===== src/rtl/m_csr_access_unit.sv =====
// Zicsr access engine: legality check, then read / write / RMW
// against the CSR file over a req/ack handshake.
module m_csr_access_unit #(
  parameter int XLEN        = 32,
  parameter int ADDR_W      = 12,
  parameter int ACK_TIMEOUT = 16
) (
  input  logic              clk,
  input  logic              rst,
  input  logic              req_valid,
  output logic              req_ready,
  input  logic [31:0]       instruction,
  input  logic [XLEN-1:0]   rs1_data,
  input  logic [1:0]        csr_ops,
  input  logic [1:0]        priv_level,
  input  logic              RegWrite_id2exe,
  output logic              csr_rd_req,
  output logic              csr_wr_req,
  output logic [ADDR_W-1:0] csr_addr,
  output logic [XLEN-1:0]   csr_wdata,
  input  logic [XLEN-1:0]   csr_rdata,
  input  logic              csr_ack,
  output logic              done_valid,
  output logic [4:0]        rd_addr,
  output logic [XLEN-1:0]   rd_wdata,
  output logic              RegWrite,
  output logic              illegal_insn,
  output logic              stall
);

  localparam int CNT_W = $clog2(ACK_TIMEOUT);
  localparam logic [1:0] OP_NONE  = 2'b00;
  localparam logic [1:0] OP_WRITE = 2'b01;
  localparam logic [1:0] OP_SET   = 2'b10;

  typedef enum logic [2:0] {
    S_IDLE, S_READ, S_WRITE, S_DONE, S_ERR
  } state_t;

  state_t             state_q, state_d;
  logic [CNT_W-1:0]   cnt_q;
  logic [ADDR_W-1:0]  addr_q;
  logic [4:0]         rd_q, rs1f_q;
  logic [1:0]         op_q;
  logic               rw_id_q;
  logic [XLEN-1:0]    opnd_q, old_q;

  logic [ADDR_W-1:0]  in_addr;
  logic [4:0]         in_rd, in_rs1f;
  logic               in_rd_en, in_wr_en, in_fault;
  logic               accept, wr_en_q, expired;
  logic [XLEN-1:0]    in_opnd, wdata_c;
  logic               unused_insn;

  assign in_addr  = instruction[20 +: ADDR_W];
  assign in_rs1f  = instruction[19:15];
  assign in_rd    = instruction[11:7];
  assign in_opnd  = instruction[14] ?
                    {{(XLEN-5){1'b0}}, in_rs1f} : rs1_data;
  assign in_rd_en = (csr_ops == OP_WRITE) ? (in_rd != 5'd0) : 1'b1;
  assign in_wr_en = (csr_ops == OP_WRITE) || (in_rs1f != 5'd0);
  assign in_fault = (in_wr_en && in_addr[11:10] == 2'b11) ||
                    (priv_level < in_addr[9:8]);
  assign unused_insn = ^{instruction[13:12], instruction[6:0]};

  assign accept  = req_valid && (state_q == S_IDLE);
  assign wr_en_q = (op_q == OP_WRITE) || (rs1f_q != 5'd0);
  assign expired = (cnt_q == CNT_W'(ACK_TIMEOUT - 1));

  always_comb begin
    wdata_c = opnd_q;
    if (op_q == OP_SET)
      wdata_c = old_q | opnd_q;
    else if (op_q != OP_WRITE)
      wdata_c = old_q & ~opnd_q;
  end

  // ack beats timeout when both land in the same cycle
  always_comb begin
    state_d = state_q;
    unique case (state_q)
      S_IDLE: begin
        if (req_valid) begin
          unique case (1'b1)
            (csr_ops == OP_NONE):        state_d = S_DONE;
            (csr_ops != OP_NONE) &&
              in_fault:                  state_d = S_ERR;
            (csr_ops != OP_NONE) &&
              !in_fault && in_rd_en:     state_d = S_READ;
            default:                     state_d = S_WRITE;
          endcase
        end
      end
      S_READ: begin
        if (csr_ack)
          state_d = wr_en_q ? S_WRITE : S_DONE;
        else if (expired)
          state_d = S_ERR;
      end
      S_WRITE: begin
        if (csr_ack)
          state_d = S_DONE;
        else if (expired)
          state_d = S_ERR;
      end
      default: state_d = S_IDLE;
    endcase
  end

  always_ff @(posedge clk) begin
    if (rst) begin
      state_q <= S_IDLE;
      cnt_q   <= '0;
      addr_q  <= '0;
      rd_q    <= '0;
      rs1f_q  <= '0;
      op_q    <= OP_NONE;
      rw_id_q <= 1'b0;
      opnd_q  <= '0;
      old_q   <= '0;
    end else begin
      state_q <= state_d;
      if (state_d != state_q)
        cnt_q <= '0;
      else if (state_q == S_READ || state_q == S_WRITE)
        cnt_q <= cnt_q + 1'b1;
      if (accept) begin
        addr_q  <= in_addr;
        rd_q    <= in_rd;
        rs1f_q  <= in_rs1f;
        op_q    <= csr_ops;
        rw_id_q <= RegWrite_id2exe;
        opnd_q  <= in_opnd;
        old_q   <= '0;
      end else if (state_q == S_READ && csr_ack) begin
        old_q <= csr_rdata;
      end
    end
  end

  assign req_ready    = !rst && (state_q == S_IDLE);
  assign csr_rd_req   = !rst && (state_q == S_READ);
  assign csr_wr_req   = !rst && (state_q == S_WRITE);
  assign csr_addr     = rst ? '0 : addr_q;
  assign csr_wdata    = csr_wr_req ? wdata_c : '0;
  assign done_valid   = !rst &&
                        (state_q == S_DONE || state_q == S_ERR);
  assign illegal_insn = !rst && (state_q == S_ERR);
  assign rd_addr      = rst ? '0 : rd_q;
  assign rd_wdata     = (!rst && state_q == S_DONE) ? old_q : '0;
  assign RegWrite     = !rst && (state_q == S_DONE) &&
                        ((op_q == OP_NONE) ? rw_id_q : (rd_q != 5'd0));
  assign stall        = !rst && (state_q == S_READ ||
                        state_q == S_WRITE || state_q == S_ERR);

endmodule


===== config.mk =====
export PLATFORM = sky130hd
export DESIGN_NAME = m_csr_access_unit
export DESIGN_NICKNAME = d
export VERILOG_FILES = /design/src/rtl/m_csr_access_unit.sv
export SDC_FILE = /design/constraint.sdc
export NUM_CORES = 1
export LEC_CHECK = 0
export BUFFER_PORTS_ARGS = -buffer_cell sky130_fd_sc_hd__buf_4
export CAP_MARGIN = 20
export CORE_MARGIN = 4
export CORE_UTILIZATION = 44
export CTS_CLUSTER_SIZE = 25
export DETAILED_ROUTE_END_ITERATION = 6
export PLACE_DENSITY = 0.86
export SYNTH_ARGS = -nofsm -noshare
export SYNTH_HDL_FRONTEND = slang
export SYNTH_SLANG_ARGS = --single-unit

===== constraint.sdc =====
create_clock -name clk -period 1.95 [get_ports clk]
set_input_delay 0.39 -clock clk [delete_from_list [all_inputs] [get_ports clk]]
set_output_delay 0.39 -clock clk [all_outputs]
set_load 0.1 [all_outputs]

==> results of run 1 <==
flip-flops by register name (all words and copies together), names as in the netlist:
register	flops
rd_q	5
opnd_q	32
rw_id_q	1
old_q	32
addr_q	12
state_q	3
rs1f_q	5
cnt_q	4
op_q	2
cells by family (layout without fill, tap and decap cells):
group / Yosys count / after routing / synth area share
flops: 96 / 96 / 0.398
xor+xnor: 35 / 35 / 0.0634
simple gates: 284 / 284 / 0.274
fa+ha+maj: 2 / 2 / 0.00518
mux: 6 / 6 / 0.0124
compound gates: 143 / 143 / 0.202
buf+inv: 55 / 280 / 0.0463
metal layers:
metal | global-route usage | up-vias | wire length, microns
met5 | 0 | - | 0
met4 | 0.143 | 0 | 1340
met3 | 0.0513 | 133 | 1890
met2 | 0.521 | 493 | 11200
met1 | 0.325 | 2822 | 7670
li1 | - | 2572 | -
what timing repair did:
action | CTS | global route
gates resized for setup | 276 | 84
setup endpoints to repair | 75 | 135
gates cloned | 4 | 7
pin swaps | 31 | 22
buffers inserted | 12 | 18
worst max-delay path, stage by stage (launching register included):
cell      delay, ns
dfxtp_2        0.36
or3b_4         0.38
or2_4          0.32
a311oi_4       0.32
buf_12         0.22
cell usage in the layout, fill, tap and decap left out, types with 3 or more instances in the layout:
master,netlist,layout
a211oi_1,5,5
a21oi_1,65,31
a21oi_2,0,30
a21oi_4,0,4
a22o_1,27,27
a31oi_1,3,3
and2_4,0,32
buf_12,0,83
buf_4,2,144
buf_6,0,20
buf_8,0,7
clkbuf_16,0,4
clkbuf_8,0,10
dfxtp_1,96,92
dfxtp_2,0,4
inv_1,5,3
mux2i_1,6,6
nand2_1,150,147
nand2_4,0,3
nand2b_1,8,6
nor2_1,48,10
nor2_2,0,3
nor2_4,0,35
nor2b_1,17,12
nor2b_4,0,5
nor3_1,6,5
o221ai_1,32,32
xnor2_1,34,34
where the power goes:
part / switching (mW) / internal, mW
sequential: 0.126 / 2.08
combinational: 1.11 / 0.802
clock: 0.766 / 0.768
layout make-up:
cell class | count | area, sq um | share of cell area
Inverter | 6 | 30.0 | 0.00338
Tap cell | 140 | 175 | 0.0197
Timing Repair Buffer | 258 | 3170 | 0.357
Clock inverter | 6 | 90.1 | 0.0101
Multi-Input combinational cell | 470 | 3360 | 0.378
Sequential cell | 96 | 1930 | 0.217
Clock buffer | 10 | 138 | 0.0155
worst paths after layout:
kind                            cells after the start              startpoint                 endpoint  slack [ns]
worst max-delay path                                4   state_q[0]$_SDFF_PP0_            csr_wdata[31]       -0.41
worst min-delay path                                2            rs1_data[16]  opnd_q[16]$_SDFFE_PP0P_        0.22
worst max register to register                      8   state_q[2]$_SDFF_PP0_    cnt_q[2]$_SDFFE_PP0P_       -0.35
worst min register to register                      2  addr_q[2]$_SDFFE_PP0P_   addr_q[2]$_SDFFE_PP0P_        0.46
==> impl_metrics.yaml, run 1 <==
routing:
  viasPerCell: 6.11
  postRouteWirelength_microns: 22100
  drt-pass1-iter-count: 6
  route.detailed.drc: 0
  vias: 6020
  wl_per_cell_microns: 22.4
  ant_nets: 0
  first_iter_violations: 682
placed_design:
  place_ws_ns: -0.269
  port_buffers: 183
  postPlaceCellArea_sq_um: 6970
  place_inst: 935
  dpl.hpwl_microns: 11400
  gp_congestion: 0.914
synth:
  yosys.area.top_type: "dfxtp_1"
  syn_inst: 621
  netlist_area_sq_um: 4830
  ys_ff_latch: 96
  yosysWarningCount: 0
  synth_top_cells_by_area: "dfxtp_1 40%, nand2_1 12%, a21oi_1 6.7%"
  synth_nets: 728
  seq_area_frac_synth: 0.398
  synth-main-ff-cell: "dfxtp_1"
  synth_area_per_cell_sq_um: 7.79
  synthArstFlopShare: 0
  yosysTopAreaCellShare: 0.398
  yosys-top-cells-count: "150 x nand2_1, 96 x dfxtp_1, 65 x a21oi_1"
  synth.distinct_cells: 46
  synth-edff-count: 0
  synth_most_common_cell: "nand2_1"
final_layout:
  final-instance-count-excl-fill: 986
  post-route-util: 0.824
  final_area_sq_um: 8900
  antenna_cells: 0
  areaGrowthSynthToFinish_pct: 84.0
  nNetsFinal: 948
  drive_above_1_share: 0.485
  fill_cells: 559
power_and_ir_drop:
  cellLeakagePower_nw: 3.31
  vdd_ir_drop_max_mv: 0.373
  power_density_nw_per_um2: 635
  fin_total_pwr_mw: 5.65
timing:
  min_period_ns: 2.36
  post-route-period-util: 1.21
  fin_hold_ws_ns: 0.218
  tns_ns: -34.39
  clock_skew_ns: 0.00792
  slew_viol_final: 0
  fin_ws_ns: -0.415
  maxSlewHeadroom: 0.558
  hold_viol: 0
  finalSetupViolations: 137
  timing.fmax_mhz: 423
  rsz0062_at_grt: "yes"
  tightest_slew_ns: 0.662
grt:
  grt_max_degree: 51
  antenna_found_initial: 0
  grt_pass1_wl_microns: 29500
  grt_usage: 0.288
  grt_pass1_vias: 5690
  grt_overflow: 0
worst_setup_path:
  crit_type: "reg -> out"
  required_ns: 1.56
  endpoint_kind: "primary output"
  crit_arrival_ns: 1.97
  critPathLaunchType: "flip-flop"
  critPathMaxFanout: 5
floorplan:
  coreArea_sq_um: 10800
  die-area_sq_um: 12700
  io_pins: 193
  start_util: 0.448
  num_rows: 38
  die_h_microns: 113
  die_w_microns: 113
hold_path:
  hold_path_class: "in -> reg"
clocking:
  htree_levels: 3
  ctsRootBufferMaster: "clkbuf_8"
  cts_buffer_depth: 2
  numCtsBuffers: 9
  postCtsHoldBufs: 0
  cts_sinks: 96
  clkSlewWorstSetupHoldPaths_ns: 0.11
  cts_tree: "yes"
  clk_latency_ns: 0.38
outcome:
  outcome: "finished with violations"
  failed_checks: "setup timing"
run:
  maxCapViolCount: 0
(Power assumes the default switching activity.)
==> run 2, diff against run 1 <==
GPL_TIMING_DRIVEN = 0   (was not set)
HOLD_SLACK_MARGIN = 0.05   (was not set)
==> run 2 against run 1 <==
Net effect:
- the flow still finishes with violations (setup timing)
- routed wire length shrank 7.4%
- cell area rose by 0.66%
- combinational power up 2%
- global-route usage decreased by 1.5 points
- power is 3.9% lower
- final cell count rose by 1.9%
- via count is 3.2% lower
- sequential power hardly changed
- die area unchanged
- utilization up 0.54 points
- maximum frequency down 4.5%
==> impl_metrics.yaml, run 2 (synthesis results as in run 1) <==
floorplan:
  start_util: 0.448
  num_rows: 38
  coreArea_sq_um: 10800
  die_w_microns: 113
  die-area_sq_um: 12700
  io_pins: 193
  die_h_microns: 113
power_and_ir_drop:
  combPwrFrac: 0.360
  power_density_nw_per_um2: 606
  clock_power_share: 0.233
  vdd_ir_drop_max_mv: 0.456
  swShare: 0.373
  p_sw_mw: 2.02
  cellLeakagePower_nw: 3.37
  intPower_mw: 3.41
  fin_total_pwr_mw: 5.43
  seq_power_share: 0.407
worst_setup_path:
  crit_slowest_cell: "dfxtp_2"
  cp_top_family: "simple AND/OR/NAND/NOR gates"
  crit_arrival_ns: 2.08
  crit_path_start: "state_q[1]$_SDFF_PP0_"
  required_ns: 1.56
  crit_top_cell: "buf_12"
  crit_type: "reg -> out"
  endpoint: "csr_wdata[24]"
  critPathMaxFanout: 6
  r2r-start: "state_q[1]$_SDFF_PP0_"
  r2r_setup_slack_ns: -0.44
  endpoint_kind: "primary output"
  critPathLaunchType: "flip-flop"
  rr_endpoint: "cnt_q[1]$_SDFFE_PP0P_"
  critical_path_depth: 6
  crit_buf_inv: 3
  cp_cell_sequence: "buf_6 -> or3b_4 -> or2_4 -> buf_12 -> nor2_4 -> buf_12"
  cpPeakStageDelay_ns: 0.38
  r2r_cells: 9
grt:
  grt_pass1_wl_microns: 28300
  use_met2: 0.464
  antenna_found_initial: 0
  grt_use_met3: 0.0524
  grt_max_degree: 18
  grt_util_met1: 0.334
  grt_usage: 0.274
  busiest_layer: "met2"
  grt_pass1_vias: 5518
  grt_overflow: 0
clocking:
  cts_sinks: 96
  numCtsBuffers: 9
  cts_tree: "yes"
  ctsRootBufferMaster: "clkbuf_8"
  clkSlewWorstSetupHoldPaths_ns: 0.11
  cts_buffer_depth: 2
  postCtsHoldBufs: 0
  clk_latency_ns: 0.37
  htree_levels: 3
run:
  maxCapViolCount: 0
routing:
  viasPerCell: 5.80
  postRouteWirelength_microns: 20500
  first_iter_violations: 583
  route.detailed.drc: 0
  ant_nets: 0
  drt-pass1-iter-count: 5
  wl_per_cell_microns: 20.4
  vias: 5827
timing:
  hold_viol: 0
  tightest_slew_ns: 0.601
  clock_skew_ns: 0.0182
  finalSetupViolations: 155
  fin_ws_ns: -0.525
  timing.fmax_mhz: 404
  rsz0062_at_grt: "yes"
  min_period_ns: 2.47
  post-route-period-util: 1.27
  maxSlewHeadroom: 0.599
  fin_hold_ws_ns: 0.213
  slew_viol_final: 0
final_layout:
  largestRegisters: "old_q (32), opnd_q (32), addr_q (12)"
  layout_common_cells: "137 x buf_4, 134 x nand2_1, 92 x dfxtp_1"
  antenna_cells: 0
  nNetsFinal: 967
  fill_cells: 582
  drive_above_1_share: 0.498
  areaGrowthSynthToFinish_pct: 85.2
  layout_commonest_cell: "buf_4"
outcome:
  failed_checks: "setup timing"
  outcome: "finished with violations"
placed_design:
  port_buffers: 182
  dpl.hpwl_microns: 11500
  gp_congestion: 0.861
hold_path:
  hold_path_class: "in -> reg"
==> run 2: changes by cell type in the layout (fill, tap and decap cells not counted), moves of 7 or more <==
| cell | delta |
|---|---|
| nand2_2 | +11 |
| clkbuf_1 | +7 |
| buf_4 | -7 |
| buf_12 | -9 |
| clkbuf_2 | +12 |
| a21oi_2 | -11 |
| a21oi_1 | +14 |
| o221ai_2 | +11 |
| o221ai_1 | -11 |
| nand2_1 | -13 |
==> run 2: power by group through the flow <==
stage	combinational [mW]	sequential, mW	clock (mW)
final	1.95	2.21	1.26
after global routing	2.05	2.22	1.32
after CTS	1.59	2.19	1.24
after detailed placement	1.41	2.23	0
after global placement	1.39	2.22	0
after floorplan	1.03	2.20	0
==> run 2: per-stage QoR <==
step                setup TNS [ns]   util  setup slack, ns  instance area, sq um  std cells
floorplan                   -21.06      -           -0.603                  5270        621
global placement            -29.86  0.631           -0.525                  6810        943
detailed placement          -30.80  0.631           -0.520                  6810        943
CTS                         -24.61  0.774           -0.510                  8350        986
global route                -48.84  0.830           -0.560                  8960       1005
finish                      -44.34  0.830           -0.525                  8960       1005
==> run 2: worst min path at each step <==
stage                                       from                 endpoint  cells after the start
after global placement    addr_q[0]$_SDFFE_PP0P_   addr_q[0]$_SDFFE_PP0P_                      2
after CTS                           rs1_data[14]  opnd_q[14]$_SDFFE_PP0P_                      2
after detailed placement  addr_q[9]$_SDFFE_PP0P_   addr_q[9]$_SDFFE_PP0P_                      2
after floorplan           addr_q[0]$_SDFFE_PP0P_   addr_q[0]$_SDFFE_PP0P_                      2
after global routing                rs1_data[16]  opnd_q[16]$_SDFFE_PP0P_                      2
final                               rs1_data[14]  opnd_q[14]$_SDFFE_PP0P_                      2
==> run 2: metal layers <==
layer / wire length, microns / share of wire / vias up
met5: 0 / 0 / -
met4: 1010 / 0.049 / 0
met3: 1620 / 0.079 / 91
met2: 10200 / 0.50 / 385
met1: 7670 / 0.37 / 2740
li1: - / - / 2611
==> run 2: cell type report <==
cell class                      count  area (sq um)  area share
Clock inverter                      6          51.3     0.00573
Clock buffer                       10           128      0.0142
Sequential cell                    96          1930       0.215
Buffer                             44           413      0.0461
Tap cell                          140           175      0.0196
Inverter                            6          30.0     0.00335
Timing Repair Buffer              233          2820       0.315
Multi-Input combinational cell    470          3410       0.381
==> run 2: timing repair <==
| item | in CTS | in global routing |
|---|---|---|
| cloned | 4 | 5 |
| gates resized for setup | 304 | 143 |
| pin swaps | 13 | 41 |
| buffers inserted | 25 | 22 |
| setup endpoints to repair | 109 | 141 |
==> run 2: worst reg2reg max path: stages, from the launching register on <==
cell	delay [ns]
dfxtp_2	0.36
buf_6	0.12
buf_6	0.10
buf_6	0.10
buf_6	0.12
or4b_4	0.54
or4_4	0.52
a31o_1	0.26
inv_2	0.10
nor4_1	0.06
